File: src/rtl/average_arbiter.sv
// average_arbiter
//   Shares one accumulate-and-shift averager between NUM_CH sample requesters.
//   Requesters are granted one at a time in round-robin order. Exactly N
//   samples are taken from the granted channel, and their floor average is
//   emitted with a one-cycle strobe that is tagged with the channel index.
//
// Ports
//   clk       system clock, rising edge
//   reset     asynchronous, active-low reset
//   req       per-channel request, held high for the whole transaction
//   valid_in  data_in carries a sample from the granted channel
//   data_in   sample value
//   grant     one-hot grant, all zero when no channel is granted
//   ready     a sample is accepted this cycle when valid_in is also high
//   avg_out   floor(sum of N samples / N), held until the next completion
//   avg_valid one-cycle strobe qualifying avg_out and avg_ch
//   avg_ch    channel that produced avg_out
//   busy      high while accumulating and during the completion cycle
module average_arbiter #(
  parameter  int DATA_WIDTH = 8,
  parameter  int N          = 4096,
  parameter  int NUM_CH     = 3,
  localparam int BITS       = $clog2(N),
  localparam int CH_W       = $clog2(NUM_CH)
) (
  input  logic                  clk,
  input  logic                  reset,
  input  logic [NUM_CH-1:0]     req,
  input  logic                  valid_in,
  input  logic [DATA_WIDTH-1:0] data_in,
  output logic [NUM_CH-1:0]     grant,
  output logic                  ready,
  output logic [DATA_WIDTH-1:0] avg_out,
  output logic                  avg_valid,
  output logic [CH_W-1:0]       avg_ch,
  output logic                  busy
);

  localparam int SUM_W = DATA_WIDTH + BITS;

  typedef enum logic [1:0] {
    IDLE  = 2'd0,
    ACCUM = 2'd1,
    DONE  = 2'd2
  } state_t;

  state_t            state;
  logic [SUM_W-1:0]  sum;
  logic [BITS-1:0]   count;
  logic [CH_W-1:0]   last_ch;

  logic [CH_W-1:0]   sel;
  logic              found;
  logic              accept;
  logic              last_sample;
  logic [SUM_W-1:0]  sum_next;

  // Round-robin search: channels above last_ch first, then wrap around to
  // channel 0 up to and including last_ch itself.
  always_comb begin
    sel   = last_ch;
    found = 1'b0;
    for (int c = 0; c < NUM_CH; c++) begin
      if (!found && (c > int'(last_ch)) && req[c]) begin
        found = 1'b1;
        sel   = CH_W'(c);
      end
    end
    for (int c = 0; c < NUM_CH; c++) begin
      if (!found && (c <= int'(last_ch)) && req[c]) begin
        found = 1'b1;
        sel   = CH_W'(c);
      end
    end
  end

  assign accept      = valid_in && ready;
  assign last_sample = accept && (count == BITS'(N - 1));
  // The final sample is folded in directly so the average is available the
  // cycle after it is accepted.
  assign sum_next    = sum + SUM_W'(data_in);

  always_ff @(posedge clk or negedge reset) begin
    if (!reset) begin
      state     <= IDLE;
      grant     <= '0;
      ready     <= 1'b0;
      avg_valid <= 1'b0;
      avg_out   <= '0;
      avg_ch    <= '0;
      busy      <= 1'b0;
      sum       <= '0;
      count     <= '0;
      last_ch   <= CH_W'(NUM_CH - 1);
    end else begin
      case (state)
        IDLE: begin
          avg_valid <= 1'b0;
          if (found) begin
            state   <= ACCUM;
            grant   <= NUM_CH'(1) << sel;
            ready   <= 1'b1;
            busy    <= 1'b1;
            sum     <= '0;
            count   <= '0;
            last_ch <= sel;
          end
        end

        ACCUM: begin
          // Completion takes priority over a request dropped in the same cycle.
          if (last_sample) begin
            state     <= DONE;
            avg_out   <= DATA_WIDTH'(sum_next >> BITS);
            avg_ch    <= last_ch;
            avg_valid <= 1'b1;
            grant     <= '0;
            ready     <= 1'b0;
          end else if (!req[last_ch]) begin
            // Abort: last_ch keeps the aborted channel so the pointer advances.
            state <= IDLE;
            grant <= '0;
            ready <= 1'b0;
            busy  <= 1'b0;
            sum   <= '0;
            count <= '0;
          end else if (accept) begin
            sum   <= sum_next;
            count <= count + BITS'(1);
          end
        end

        DONE: begin
          state     <= IDLE;
          avg_valid <= 1'b0;
          busy      <= 1'b0;
          sum       <= '0;
          count     <= '0;
        end

        default: begin
          state <= IDLE;
          grant <= '0;
          ready <= 1'b0;
          busy  <= 1'b0;
        end
      endcase
    end
  end

endmodule
File: config.mk
export PLATFORM = sky130hd
export DESIGN_NAME = average_arbiter
export DESIGN_NICKNAME = d
export VERILOG_FILES = /design/src/rtl/average_arbiter.sv
export SDC_FILE = /design/constraint.sdc
export NUM_CORES = 1
export LEC_CHECK = 0
export CAP_MARGIN = 0
export CORE_ASPECT_RATIO = 1.4
export CORE_MARGIN = 3
export CORE_UTILIZATION = 60
export CTS_BUF_LIST = sky130_fd_sc_hd__clkbuf_4
export DETAILED_ROUTE_END_ITERATION = 16
export HOLD_SLACK_MARGIN = 0.03
export PLACE_DENSITY = 0.92
export SKIP_CTS_REPAIR_TIMING = 1
export SYNTH_ARGS = -nofsm -noshare
export SYNTH_HDL_FRONTEND = slang
export SYNTH_SLANG_ARGS = --single-unit
File: constraint.sdc
create_clock -name clk -period 4.6 [get_ports clk]
set_input_delay 1.38 -clock clk [delete_from_list [all_inputs] [get_ports clk]]
set_output_delay 1.38 -clock clk [all_outputs]
set_load 0.01 [all_outputs]
==> impl_metrics.ini <==
[clock_tree]
htree_num_levels = 2
clkTransAtPathRegs_ns = 0.15
clk_latency_ns = 0.38
cts.sink_count = 52
tritoncts = yes
numCtsBuffers = 5
ctsLongestPathBuffers = 2
cts.root.buffer_cell = sky130_fd_sc_hd__clkbuf_4

[pwr]
power.density_nw_per_um2 = 394.3
ir_worst_vdd_mv = 0.2385
static-leakage-power_nw = 1.462

[route]
drtPass1Iterations = 4
vias = 2380
wl_per_cell_um = 14.83
drt.antenna.violating_nets = 0
postRouteWirelength_um = 5873
detail_route.vias_per_cell = 6.010
drc = 0
first_iter_violations = 138

[worst_setup_path]
worst-r2r-cell-count = 6
critical_path_at_ns = 3.64
element_type_at_the_critical_path_end = register
worst_path_maximum_fanout = 19
worstPathCellList = clkdlybuf4s50_1, mux2i_1, o21ai_1, nand3_1, buf_4, o31ai_1
critical_path.reg2reg.startpoint = count[0]$_DFFE_PN0P_
critical_path.startpoint_type = primary input
r2r_setup_slack_ns = 2.19
critical_path.n_buffers_inverters = 2
crit_type = in -> reg
slowest_delay_ns = 0.62
cpLargestDelayFamily = buffers and inverters
crit_path_top_delay_cell = sky130_fd_sc_hd__clkdlybuf4s50_1
critical_path.reg2reg.endpoint = count[8]$_DFFE_PN0P_
cp_data_required_time_ns = 4.87

[sta]
final-setup-viol-count = 0
slew_headroom_pct = 36.13
worstMarginPinSlew_ns = 0.9580
finalHoldViolCount = 0
fmax_mhz = 296.5
worst_slack_ns = 1.228
setup_repair_after_global_routing_missed_its_margin = false
fin_skew_ns = 0.01432
post-route-period-util_pct = 73.31
tns_ns = 0
fin_crit_ns = 3.372
finalMaxSlewViolations = 0

[place]
pre_cts_ws_ns = 0.8991
dp_hpwl_um = 4228
routabilityCongestion = 0.8030
port_buffers = 29

[synthesis]
synthesis.nets = 329
synth_compound_area_share_pct = 21.18
synth_async_reset_ratio_pct = 100.0
dominantRegCellSynth = sky130_fd_sc_hd__dfrtp_1
post_synth_num_cell_types = 51
synth-xor-area-share_pct = 4.306
synth_enable_flop_cells = 0
synth.most_common_cell = sky130_fd_sc_hd__dfrtp_1
synth.top_cell.area_share_pct = 44.82
post_synth_fa_ha_maj_area_fraction_pct = 4.657
synth_common_cells = 51 x sky130_fd_sc_hd__dfrtp_1, 35 x sky130_fd_sc_hd__nor2_1, 30 x sky130_fd_sc_hd__o21ai_0, 23 x sky130_fd_sc_hd__nand2_1, 21 x sky130_fd_sc_hd__a21oi_1
postSynthRegisterBits = 52
dominant_combinational_cell_family_by_area_after_synthesis = compound AO/OA/AOI/OAI gates
ys_seq_area_share_pct = 45.74
synthMuxAreaShare_pct = 1.494
synth.yosys.warnings = 0
yosys.area_share.simple_pct = 20.30
synthesis.instances = 305
postSynthAreaPerCell_um2 = 9.337
synth.largest_area_cell = sky130_fd_sc_hd__dfrtp_1
cell_area_after_synthesis_um2 = 2848
synthTopCellsByArea = sky130_fd_sc_hd__dfrtp_1 45%, sky130_fd_sc_hd__o21ai_0 5.3%, sky130_fd_sc_hd__nor2_1 4.6%, sky130_fd_sc_hd__ha_1 4.0%, sky130_fd_sc_hd__a21oi_1 3.7%

[layout]
area.sequential_um2 = 1303
fillers = 370
multiInputGateArea_um2 = 1485
layout-drive-gt1-share_pct = 6.886
antenna_cells_inserted = 0
syn_to_final_growth_pct = 14.19
finalNetCount = 357

[worst_hold_path]
min-delay-path-class = reg -> reg
hold_path.startpoint = grant[2]$_DFFE_PN0P_
hold_end = grant[2]$_DFFE_PN0P_
timing.hold.worst_path_depth = 1

[floorplan]
die_y_um = 87.52
io-pin-count = 30
core_area_um2 = 4572
start_util_pct = 62.29
core.rowCount = 29
die_x_um = 64.23
die-area_um2 = 5621

[grt]
track_usage_pct = 22.30
first_global_vias = 2320
grt_overflow = 0
wire_length_of_the_first_global_routing_pass_um = 9922
grt_antenna_before_repair = 0
grt_start_max_net_pins = 45

[status]
outcome = complete, no violations

[job]
cap_violations = 0
## sequential cells by signal, indices dropped and copies added (netlist names), 2 cells and up
name / cells
avg_ch: 2
grant: 3
avg_out: 8
count: 12
sum: 20
last_ch: 2
state: 2
## metal layers
metal / global-route usage (%) / wire [µm] / part of all wire, % / vias to the layer above
li1: - / - / - / 1158
met1: 25.83 / 2427 / 41 / 1156
met2: 40.45 / 3100 / 53 / 55
met3: 4.522 / 225 / 3.8 / 11
met4: 8.462 / 120 / 2.0 / 0
met5: 0 / 0 / 0 / -
## where the power goes
group / internal [mW] / switching [mW] / leakage, nW
Combinational: 0.211 / 0.287 / 0.729
Sequential: 0.518 / 0.0625 / 0.708
Clock: 0.0578 / 0.146 / 0.0249
## worst reg2reg max path, delay by kind of cell (launching register included)
| family | cells | cell delay (ns) |
|---|---|---|
| DFF | 1 | 0.43 |
| AOI/OAI and AO/OA | 1 | 0.30 |
| and+or+nand+nor | 3 | 0.92 |
| buffers and inverters | 1 | 0.41 |
| adders and majority gates | 1 | 0.24 |
## worst max path at each step
stage	from	endpoint	slack [ns]	depth (start not counted)
floorplan	data_in[0]	sum[14]$_DFFE_PN0P_	1.47	8
global placement	data_in[0]	sum[14]$_DFFE_PN0P_	0.95	9
detailed placement	req[0]	count[9]$_DFFE_PN0P_	0.90	8
CTS	req[0]	count[9]$_DFFE_PN0P_	1.28	8
global route	req[0]	count[9]$_DFFE_PN0P_	1.03	8
finish	req[0]	count[8]$_DFFE_PN0P_	1.23	6
## logic make-up (layout without fill, tap and decap cells)
logic type,count (synthesis),count (layout)
compound gates,96,96
xor+xnor,14,14
fa+ha+maj,10,10
buf+inv,16,45
flops,52,52
mux,4,4
simple gates,113,113
## per-stage QoR
step | area [µm²] | hold slack [ns] | power, mW | utilization [%] | std cells
after detailed placement | 3196 | 0.4691 | 1.085 | 69.90 | 388
after global routing | 3252 | 0.5314 | 1.375 | 71.13 | 396
final | 3252 | 0.4959 | 1.282 | 71.13 | 396
after floorplan | 2848 | 0.4376 | 0.9310 | - | 305
after CTS | 3252 | 0.5031 | 1.290 | 71.13 | 396
after global placement | 3196 | 0.4542 | 1.064 | 69.90 | 388
## layout by cell type, fill, tap and decap left out, drive strengths merged, types with 5 or more instances in the layout
cell           netlist  routed
o21ai               34      34
ha                   9       9
nand2               23      23
o21bai               5       5
xor2                 7       7
and3                 7       7
a21oi               21      21
nand3               10      10
xnor2                7       7
a21o                 9       9
clkbuf               6       5
and2                 7       7
clkdlybuf4s50        0      28
buf                  6       5
nor2                35      35
dfrtp               51      51
nand4                8       8
## area by class of cell
type | instances | area share (%)
Inverter | 4 | 0.4617
Clock inverter | 3 | 0.5771
Timing Repair Buffer | 33 | 9.696
Tap cell | 62 | 2.386
Sequential cell | 52 | 40.05
Clock buffer | 5 | 1.154
Multi-Input combinational cell | 237 | 45.67
No activity file was read; power rests on OpenSTA's default activity.
